[src/rtl/poly_synth_if.sv]
// -----------------------------------------------------------------------------
// poly_synth_if
// Purpose : groups the control inputs and sample outputs of poly_synth.
// Signals : keys         - key pressed flags, bit k = voice k
//           mode         - waveform select (00 square, 01 triangle, 1x saw)
//           enable       - sample generation runs while high
//           wave         - mixed unsigned sample, registered
//           sample_valid - one-cycle pulse when wave updates
//           clip         - high with sample_valid when the mix saturated
//           active_count - number of keys latched for the current frame
// Modports: master drives keys/mode/enable, slave (the synth) drives outputs.
// -----------------------------------------------------------------------------
interface poly_synth_if #(
  parameter int N_KEYS = 8,
  parameter int WAVE_W = 8
);
  logic [N_KEYS-1:0]               keys;
  logic [1:0]                      mode;
  logic                            enable;
  logic [WAVE_W-1:0]               wave;
  logic                            sample_valid;
  logic                            clip;
  logic [$clog2(N_KEYS+1)-1:0]     active_count;

  modport master (
    output keys, mode, enable,
    input  wave, sample_valid, clip, active_count
  );

  modport slave (
    input  keys, mode, enable,
    output wave, sample_valid, clip, active_count
  );
endinterface

[src/rtl/poly_synth.sv]
// -----------------------------------------------------------------------------
// poly_synth
// Purpose : N_KEYS-voice synthesiser. Every SAMPLE_DIV clocks one frame runs:
//           LISTEN latches keys/mode, CHAN steps one voice per cycle through a
//           single shared phase adder and accumulates the voice samples, MIX
//           saturates the sum and PLAY presents it with a one-cycle valid.
// Ports   : clk   - clock, all state on rising edge
//           rst_n - asynchronous active-low reset
//           bus   - poly_synth_if slave (keys, mode, enable in;
//                   wave, sample_valid, clip, active_count out)
// -----------------------------------------------------------------------------
module poly_synth #(
  parameter int                 N_KEYS      = 8,
  parameter int                 WAVE_W      = 8,
  parameter int                 PHASE_W     = 16,
  parameter int                 SAMPLE_DIV  = 256,
  parameter logic [PHASE_W-1:0] BASE_INC    = 16'h0800,
  parameter int                 VOICE_SHIFT = 2
) (
  input  logic        clk,
  input  logic        rst_n,
  poly_synth_if.slave bus
);

  localparam int DIV_W = $clog2(SAMPLE_DIV);
  localparam int CH_W  = $clog2(N_KEYS);
  localparam int CNT_W = $clog2(N_KEYS+1);
  // Worst case sum of N_KEYS full-scale voices never overflows this width.
  localparam int ACC_W = WAVE_W + $clog2(N_KEYS) + 1;

  localparam logic [DIV_W-1:0] DIV_LAST = DIV_W'(SAMPLE_DIV-1);
  localparam logic [CH_W-1:0]  CH_LAST  = CH_W'(N_KEYS-1);
  localparam logic [ACC_W-1:0] ACC_MAX  = {{(ACC_W-WAVE_W){1'b0}}, {WAVE_W{1'b1}}};

  typedef enum logic [2:0] {
    S_IDLE   = 3'd0,
    S_LISTEN = 3'd1,
    S_CHAN   = 3'd2,
    S_MIX    = 3'd3,
    S_PLAY   = 3'd4
  } state_t;

  state_t              r_state;
  state_t              w_state_next;
  logic [DIV_W-1:0]    r_div_cnt;
  logic                w_tick;
  logic [CH_W-1:0]     r_chan_idx;
  logic [PHASE_W-1:0]  r_inc;
  logic [PHASE_W-1:0]  r_phase [N_KEYS];
  logic [N_KEYS-1:0]   r_keys_lat;
  logic [1:0]          r_mode_lat;
  logic [ACC_W-1:0]    r_acc;
  logic [WAVE_W-1:0]   r_wave;
  logic                r_valid;
  logic                r_clip;
  logic [CNT_W-1:0]    r_active;
  logic [CNT_W-1:0]    w_popcnt;
  logic                w_key_on;
  logic [PHASE_W-1:0]  w_phase_new;
  logic [WAVE_W-1:0]   w_voice;
  logic [ACC_W-1:0]    w_voice_ext;
  logic                w_over;
  logic [WAVE_W-1:0]   w_sat;

  // Waveform shaping from the top WAVE_W phase bits; ~(2t) equals M-(2t).
  function automatic logic [WAVE_W-1:0] voice_sample(input logic [WAVE_W-1:0] t,
                                                     input logic [1:0]        m);
    logic [WAVE_W-1:0] t2;
    t2 = {t[WAVE_W-2:0], 1'b0};
    case (m)
      2'b00:   voice_sample = t[WAVE_W-1] ? {WAVE_W{1'b1}} : {WAVE_W{1'b0}};
      2'b01:   voice_sample = t[WAVE_W-1] ? ~t2 : t2;
      default: voice_sample = t;
    endcase
  endfunction

  assign w_tick = bus.enable && (r_div_cnt == DIV_LAST);

  // Sample-rate divider, parked at zero while generation is disabled.
  always_ff @(posedge clk or negedge rst_n) begin
    if (!rst_n) begin
      r_div_cnt <= {DIV_W{1'b0}};
    end else if (!bus.enable) begin
      r_div_cnt <= {DIV_W{1'b0}};
    end else if (r_div_cnt == DIV_LAST) begin
      r_div_cnt <= {DIV_W{1'b0}};
    end else begin
      r_div_cnt <= r_div_cnt + DIV_W'(1);
    end
  end

  // FSM state register.
  always_ff @(posedge clk or negedge rst_n) begin
    if (!rst_n) begin
      r_state <= S_IDLE;
    end else begin
      r_state <= w_state_next;
    end
  end

  // FSM next state; a frame in flight always completes even if enable drops.
  always_comb begin
    w_state_next = r_state;
    case (r_state)
      S_IDLE:   if (w_tick) w_state_next = S_LISTEN; else w_state_next = S_IDLE;
      S_LISTEN: w_state_next = S_CHAN;
      S_CHAN:   if (r_chan_idx == CH_LAST) w_state_next = S_MIX; else w_state_next = S_CHAN;
      S_MIX:    w_state_next = S_PLAY;
      S_PLAY:   w_state_next = S_IDLE;
      default:  w_state_next = S_IDLE;
    endcase
  end

  // Number of keys currently pressed, captured at LISTEN.
  always_comb begin
    w_popcnt = {CNT_W{1'b0}};
    for (int i = 0; i < N_KEYS; i++) begin
      w_popcnt = w_popcnt + CNT_W'(bus.keys[i]);
    end
  end

  // Shared voice datapath: one phase update and one sample per CHAN cycle.
  always_comb begin
    w_key_on = r_keys_lat[r_chan_idx];
    if (w_key_on) begin
      w_phase_new = r_phase[r_chan_idx] + r_inc;
      w_voice     = voice_sample(w_phase_new[PHASE_W-1 -: WAVE_W], r_mode_lat);
    end else begin
      w_phase_new = {PHASE_W{1'b0}};
      w_voice     = {WAVE_W{1'b0}};
    end
    w_voice_ext = {{(ACC_W-WAVE_W){1'b0}}, (w_voice >> VOICE_SHIFT)};
    w_over      = (r_acc > ACC_MAX);
    if (w_over) begin
      w_sat = {WAVE_W{1'b1}};
    end else begin
      w_sat = r_acc[WAVE_W-1:0];
    end
  end

  // Frame datapath: latch, per-voice accumulate, saturate and present.
  always_ff @(posedge clk or negedge rst_n) begin
    if (!rst_n) begin
      r_chan_idx <= {CH_W{1'b0}};
      r_inc      <= {PHASE_W{1'b0}};
      r_keys_lat <= {N_KEYS{1'b0}};
      r_mode_lat <= 2'b00;
      r_acc      <= {ACC_W{1'b0}};
      r_wave     <= {WAVE_W{1'b0}};
      r_valid    <= 1'b0;
      r_clip     <= 1'b0;
      r_active   <= {CNT_W{1'b0}};
      for (int i = 0; i < N_KEYS; i++) begin
        r_phase[i] <= {PHASE_W{1'b0}};
      end
    end else begin
      case (r_state)
        S_LISTEN: begin
          r_keys_lat <= bus.keys;
          r_mode_lat <= bus.mode;
          r_acc      <= {ACC_W{1'b0}};
          r_active   <= w_popcnt;
          r_chan_idx <= {CH_W{1'b0}};
          r_inc      <= BASE_INC;
        end
        S_CHAN: begin
          r_phase[r_chan_idx] <= w_phase_new;
          r_acc               <= r_acc + w_voice_ext;
          r_chan_idx          <= r_chan_idx + CH_W'(1);
          // Running increment gives BASE_INC*(k+1) without a multiplier.
          r_inc               <= r_inc + BASE_INC;
        end
        S_MIX: begin
          r_wave  <= w_sat;
          r_clip  <= w_over;
          r_valid <= 1'b1;
        end
        S_PLAY: begin
          r_valid <= 1'b0;
          r_clip  <= 1'b0;
        end
        default: begin
          r_valid <= 1'b0;
        end
      endcase
    end
  end

  assign bus.wave         = r_wave;
  assign bus.sample_valid = r_valid;
  assign bus.clip         = r_clip;
  assign bus.active_count = r_active;

endmodule

[src/flat_wrapper.sv]
// flat-port wrapper written by rule: the top's interface ports become plain ports
module poly_synth_flat 
#(
  parameter int                 N_KEYS      = 8,
  parameter int                 WAVE_W      = 8,
  parameter int                 PHASE_W     = 16,
  parameter int                 SAMPLE_DIV  = 256,
  parameter logic [PHASE_W-1:0] BASE_INC    = 16'h0800,
  parameter int                 VOICE_SHIFT = 2
)
  (clk, rst_n, bus_keys, bus_mode, bus_enable, bus_wave, bus_sample_valid, bus_clip, bus_active_count);
  poly_synth_if #(.N_KEYS(N_KEYS), .WAVE_W(WAVE_W)) bus_i ();
  input  logic clk;
  input  logic rst_n;
  input wire logic [$bits(bus_i.keys)-1:0] bus_keys;
  input wire logic [$bits(bus_i.mode)-1:0] bus_mode;
  input wire logic [$bits(bus_i.enable)-1:0] bus_enable;
  output wire logic [$bits(bus_i.wave)-1:0] bus_wave;
  output wire logic [$bits(bus_i.sample_valid)-1:0] bus_sample_valid;
  output wire logic [$bits(bus_i.clip)-1:0] bus_clip;
  output wire logic [$bits(bus_i.active_count)-1:0] bus_active_count;
  assign bus_i.keys = bus_keys;
  assign bus_i.mode = bus_mode;
  assign bus_i.enable = bus_enable;
  assign bus_wave = bus_i.wave;
  assign bus_sample_valid = bus_i.sample_valid;
  assign bus_clip = bus_i.clip;
  assign bus_active_count = bus_i.active_count;
  poly_synth #(.N_KEYS(N_KEYS), .WAVE_W(WAVE_W), .PHASE_W(PHASE_W), .SAMPLE_DIV(SAMPLE_DIV), .BASE_INC(BASE_INC), .VOICE_SHIFT(VOICE_SHIFT)) u_core (.clk(clk), .rst_n(rst_n), .bus(bus_i));
endmodule
[config.mk]
export PLATFORM = sky130hd
export DESIGN_NAME = poly_synth_flat
export DESIGN_NICKNAME = d
export VERILOG_FILES = /design/src/rtl/poly_synth_if.sv /design/src/rtl/poly_synth.sv /design/src/flat_wrapper.sv
export SDC_FILE = /design/constraint.sdc
export NUM_CORES = 1
export LEC_CHECK = 0
export CORE_MARGIN = 10
export CORE_UTILIZATION = 35
export DETAILED_ROUTE_END_ITERATION = 16
export GPL_ROUTABILITY_DRIVEN = 0
export HOLD_SLACK_MARGIN = 0.15
export PLACE_DENSITY = 0.47
export SYNTH_ARGS = -nofsm -noshare
export SYNTH_HDL_FRONTEND = slang
export SYNTH_SLANG_ARGS = --single-unit
[constraint.sdc]
create_clock -name clk -period 9.6 [get_ports clk]
set_clock_uncertainty 0.1 [all_clocks]
set_input_delay 1.44 -clock clk [delete_from_list [all_inputs] [get_ports clk]]
set_output_delay 1.44 -clock clk [all_outputs]
set_load 0.1 [all_outputs]
# Word-level counts from Yosys, hierarchy flattened
# Cells that the tools add are included.
# word_totals
regBits	194
in_bits	13
output_inout_bits	14
elab_cells	75
# classes
addsub	12
n_lt_le_gt_ge	4
eq_ne	7
muxes	24
n_bitwise	2
n_reduce_logical	7
# ops
op	n
$bwmux 128	1
$mux 16	4
$bmux 16 s3	1
$demux 16 s3	1
$mux 8	6
$pmux 16 s2	1
$add 4x1->4	6
$pmux 12 s2	1
$add 16x12->16 const B	1
$add 16x16->16	1
$pmux 8 s2	1
$add 12x6->12	1
$gt 12x8->1 const B	1
$pmux 3 s4	1
$add 8x1->8 const B	1
$eq 8x8->1 const B	1
$not 8->8	1
$eq 3x2->1 const B	2
$eq 3x3->1 const B	2
$pmux 3 s2	1
$ge 4x4->1 const B	1
$lt 3x4->1 const B	1
$lt 4x1->1 const B	1
$not 3->4	1
12 further kinds	17

# Longest topological paths before layout
# logic_depth
word_depth	11
mapped_depth	23
ltp_nobuf	19

# Least setup slack after synthesis
# No wires, ideal clock.
# synth_timing
kind	register to register
from	register u_core.r_chan_idx[0]
to	register u_core.r_acc[10]
setup_time_ns	0.079
arrival_time_ns	4.908
required_ns	9.421
setup_slack_ns	4.513
stages_incl_launch_ff	24
n_path_buf	4
synth_period_minus_slack_ns	5.087
cell_sequence	dfrtp_1 -> buf_6 -> buf_6 -> buf_2 -> buf_2 -> mux4_2 -> mux2_2 -> ha_1 -> a21oi_1 -> o21bai_1 -> a21oi_1 -> xnor2_2 -> xnor2_1 -> nor2_1 -> a211oi_1 -> ha_1 -> fa_1 -> a21o_1 -> a21oi_1 -> o21bai_1 -> a21oi_1 -> nor2_1 -> nand4_1 -> mux2i_1
# synth_between
elab_chain_len	11
elab_cells_between_ends	14
cone_classes	2 x add/sub; 10 x mux; 2 x bitwise
# synth_lines
element	line_no	rtl
from (decl)	poly_synth.sv:47	logic [CH_W-1:0] r_chan_idx;
from (signal assigned)	poly_synth.sv:144	r_chan_idx <= {CH_W{1'b0}};
from (signal assigned)	poly_synth.sv:163	r_chan_idx <= {CH_W{1'b0}};
from (signal assigned)	poly_synth.sv:169	r_chan_idx <= r_chan_idx + CH_W'(1);
$not 3->4 (implied by the code)	poly_synth.sv:126	w_phase_new = r_phase[r_chan_idx] + r_inc;
$bmux 16 s3	poly_synth.sv:126	
$mux 16 (implied by the code) (2 in a row)	poly_synth.sv:126	
$add 16x16->16	poly_synth.sv:126	
$not 8->8	poly_synth.sv:72	2'b01: voice_sample = t[WAVE_W-1] ? ~t2 : t2;
$mux 8	poly_synth.sv:72	
$pmux 8 s2	poly_synth.sv:70	case (m)
$mux 8 *	poly_synth.sv:125	if (w_key_on) begin
$add 12x6->12 *	poly_synth.sv:168	r_acc <= r_acc + w_voice_ext;
$pmux 12 s2 *	poly_synth.sv:157	case (r_state)
to (signal assigned)	poly_synth.sv:148	r_acc <= {ACC_W{1'b0}};
to (signal assigned)	poly_synth.sv:161	r_acc <= {ACC_W{1'b0}};
to (signal assigned)	poly_synth.sv:168	
to (decl)	poly_synth.sv:52	logic [ACC_W-1:0] r_acc;
# Every way passes the cells marked *; elsewhere a longest branch is shown, timed or not. The select of a mux whose other input is x is not followed.
# A chain may end at the register's enable or synchronous reset.

# Worst setup path in the final report
# layout_timing
from	register u_core.r_chan_idx[0]
to	register u_core.r_acc[8]
# Same word-level chain as after synthesis.

==> results.ini <==
[clock_tree]
clkSinkCount=175
numCtsBuffers=17
path_clk_slew_ns=0.07
cts_tree=built
cts_root_buf=clkbuf_16
clock_path_buffers=2
cts-htree-levels=4
postCtsSetupBuffers=0
clock_latency_ns=0.42
holdBufCountCts=0
cts_resized=0

[floorplan]
die_height_um=178
ios=27
die-area_mm2=0.0315
die_x_um=178
core_mm2=0.0244
row_count=57
start_util_pct=35.6

[detailed_routing]
antenna_left=0
routedWlPerCell_um=17.9
first_pass_iters=4
vias_per_cell=5.16
dr_total_vias=5650
drc_errors=0
drtIter0Drc=294
routed_wl_mm=19.6

[cells_and_area]
stdcell_count=1094
drive_above_1_share_pct=19.2
fin_nets=793
regArea_mm2=0.00438
diodes=0
final_util_pct=40.2
syn_to_final_growth_pct=12.7
stdcell_area_mm2=0.00979
multiInputGateArea_mm2=0.00394
num-fill-cells=2400

[sta]
fin_crit_ns=5.55
hold_viol=0
rsz0062_at_grt=no
drv_slew=0
tightest_slew_ns=1.08
fmax_mhz=180
post-route-period-util_pct=57.8
setup_viol=0
relSlewSlack_pct=27.5
tns_ns=0

[synth]
synth_edf_count=0
syn_area_mm2=0.00869
syn_inst=743
ys_seq_elements=175
ys_types=61
syn_area_per_cell_um2=11.7
ys_seq_area_share_pct=50.4
ys_async_sr_fraction_pct=100
syn_nets=779
yosys_warnings=0
ys.flop_type=dfrtp_1

[min_path]
hp-class=reg -> reg
min_path_cells=2

[critical_path]
crit_top_cell=a21oi_1
cp_num_buf_inv=1
crit_family=compound AO/OA/AOI/OAI gates
end_kind=register
worst-path-max-fanout=33
start_kind=register
arrival_ns=5.81
critPathMaxStageDelay_ns=0.58
r2r_cells=20
cp_slowest_cell=mux4_2
critical_path.cell_chain=buf_4 -> mux4_2 -> mux2_2 -> ha_1 -> a21oi_1 -> o21bai_1 -> a21oi_1 -> xnor2_2 -> xnor2_1 -> nor2_1 -> a211oi_1 -> ha_1 -> fa_1 -> a21o_1 -> a21oi_1 -> o21bai_1 -> a21oi_1 -> nor2_1 -> o21ai_0 -> a22o_1
worstSetupPathType=reg -> reg
critical_path_required_ns=9.86
cp.depth=20

[placement]
placed_cells=1062
dp_hpwl_mm=13.0
placedInstanceArea_mm2=0.00917
io_buffers=26

[power]
p_leak_nw=4.40
irDropWorstVdd_mv=0.167
powerDensity_mw_per_mm2=385

[grt]
grt_max_degree=112
antenna_found_initial=0
grt_pass1_vias=6018
grt_overflow=0
grt_use_total_pct=13.1
grt_pass1_wl_mm=32.6

[run_status]
outcome=finished, final reports clean

[flow_run]
drv_cap=0

## per-stage QoR
stage	power (mW)	setup WS (ns)	hold slack, ns
detailed placement	3.08	4.05	0.364
CTS	3.83	3.98	0.380
finish	3.77	4.05	0.376
global route	4.07	3.59	0.397
global placement	3.03	4.14	0.353
floorplan	2.68	4.51	0.340
## worst reg2reg max path, cell delays in order (launching register included)
cell	delay, ns
dfrtp_2	0.54
buf_4	0.58
mux4_2	0.60
mux2_2	0.28
ha_1	0.32
a21oi_1	0.27
o21bai_1	0.12
a21oi_1	0.24
xnor2_2	0.26
xnor2_1	0.13
nor2_1	0.10
a211oi_1	0.06
ha_1	0.24
fa_1	0.40
a21o_1	0.20
a21oi_1	0.23
o21bai_1	0.09
a21oi_1	0.25
nor2_1	0.12
o21ai_0	0.20
a22o_1	0.17
## final timing paths
path / start / slack (ns) / end
max reg2reg: u_core.r_chan_idx[0]$_DFFE_PN0P_ / 4.05 / u_core.r_acc[8]$_DFFE_PN0P_
max: u_core.r_chan_idx[0]$_DFFE_PN0P_ / 4.05 / u_core.r_acc[8]$_DFFE_PN0P_
max in group asynchronous: rst_n / 6.98 / u_core.r_phase[19]$_DFFE_PN0P_
min in group asynchronous: rst_n / 1.00 / u_core.r_keys_lat[6]$_DFFE_PN0P_
min: u_core.r_phase[8]$_DFFE_PN0P_ / 0.38 / u_core.r_phase[8]$_DFFE_PN0P_
min reg2reg: u_core.r_phase[8]$_DFFE_PN0P_ / 0.38 / u_core.r_phase[8]$_DFFE_PN0P_
## layout make-up
cell class / instances / share of cell area [%]
Sequential cell: 175 / 44.7
Tap cell: 324 / 4.14
Timing Repair Buffer: 40 / 3.74
Multi-Input combinational cell: 502 / 40.2
Clock buffer: 19 / 4.62
Inverter: 21 / 0.805
Clock inverter: 13 / 1.78
## cells by family (layout without fill, tap and decap cells)
group           after synthesis  count (layout)  synth area share [%]
compound gates              152             152                  11.9
simple gates                210             210                  10.8
buf+inv                      66              93                  4.45
fa+ha+maj                    23              23                  3.74
mux                          92              92                  16.1
xor+xnor                     24              24                  2.51
flops                       175             175                  50.4
other cells                   1               1                0.0432
## cell usage in the layout, fill, tap and decap left out, types with 11 or more instances in the layout
master and n:
o21ai_0 52, o31ai_1 26, clkdlybuf4s50_1 25, nand2_1 130, nand3_1 13, inv_1 21
xnor2_1 17, buf_4 14, mux2i_1 11, mux4_2 26, dfrtp_1 174, nor2_1 29
mux2_2 47, clkbuf_16 17, ha_1 18, a21oi_1 12
## routing by layer
metal	global-route usage [%]	wire length, µm	vias up
met5	0	0	-
met4	3.58	231	0
met3	2.23	453	15
met2	22.2	9630	65
met1	17.0	9300	2895
li1	-	-	2675
## state kept, by name (all words and copies together) (netlist names)
register / count
u_core.bus.wave: 8
u_core.r_keys_lat: 8
u_core.r_chan_idx: 3
u_core.bus.clip: 1
u_core.bus.active_count: 4
u_core.bus.sample_valid: 1
u_core.r_phase: 120
u_core.r_acc: 12
u_core.r_mode_lat: 2
u_core.r_div_cnt: 8
u_core.r_state: 3
u_core.r_inc: 5
## synthesized netlist by cell type (3+ instances only)
| master | n | area, µm² |
|---|---|---|
| dfrtp_1 | 175 | 4380 |
| o21ai_1 | 8 | 40.0 |
| a21oi_1 | 12 | 60.1 |
| o31ai_2 | 8 | 100 |
| ha_1 | 18 | 225 |
| xnor2_1 | 17 | 149 |
| fa_1 | 5 | 100 |
| nand4_1 | 5 | 31.3 |
| o21ai_2 | 8 | 70.1 |
| buf_6 | 7 | 78.8 |
| mux4_2 | 26 | 586 |
| a21o_1 | 4 | 30.0 |
| o21bai_1 | 4 | 30.0 |
| o31ai_1 | 26 | 195 |
| o21ai_0 | 52 | 260 |
| inv_1 | 21 | 78.8 |
| nor3b_1 | 3 | 22.5 |
| nand3_1 | 13 | 65.1 |
| dlygate4sd1_1 | 6 | 52.6 |
| and3_1 | 3 | 18.8 |
| nand2b_1 | 6 | 37.5 |
| clkbuf_1 | 11 | 41.3 |
| and2_1 | 5 | 31.3 |
| or2_1 | 3 | 18.8 |
| o22a_1 | 8 | 70.1 |
| xor2_1 | 6 | 52.6 |
| buf_2 | 14 | 70.1 |
| a31oi_1 | 3 | 18.8 |
| buf_4 | 3 | 22.5 |
| mux4_1 | 4 | 105 |
| mux2_2 | 47 | 529 |
| nor2_1 | 29 | 109 |
| mux2i_1 | 12 | 120 |
| nand2_1 | 130 | 488 |
| a22o_1 | 8 | 70.1 |
## power breakdown
group          switching (mW)  internal (mW)
sequential              0.165          0.984
clock                   0.303          0.429
combinational            1.19          0.705
total                    1.66           2.12
(Power assumes the default switching activity.)
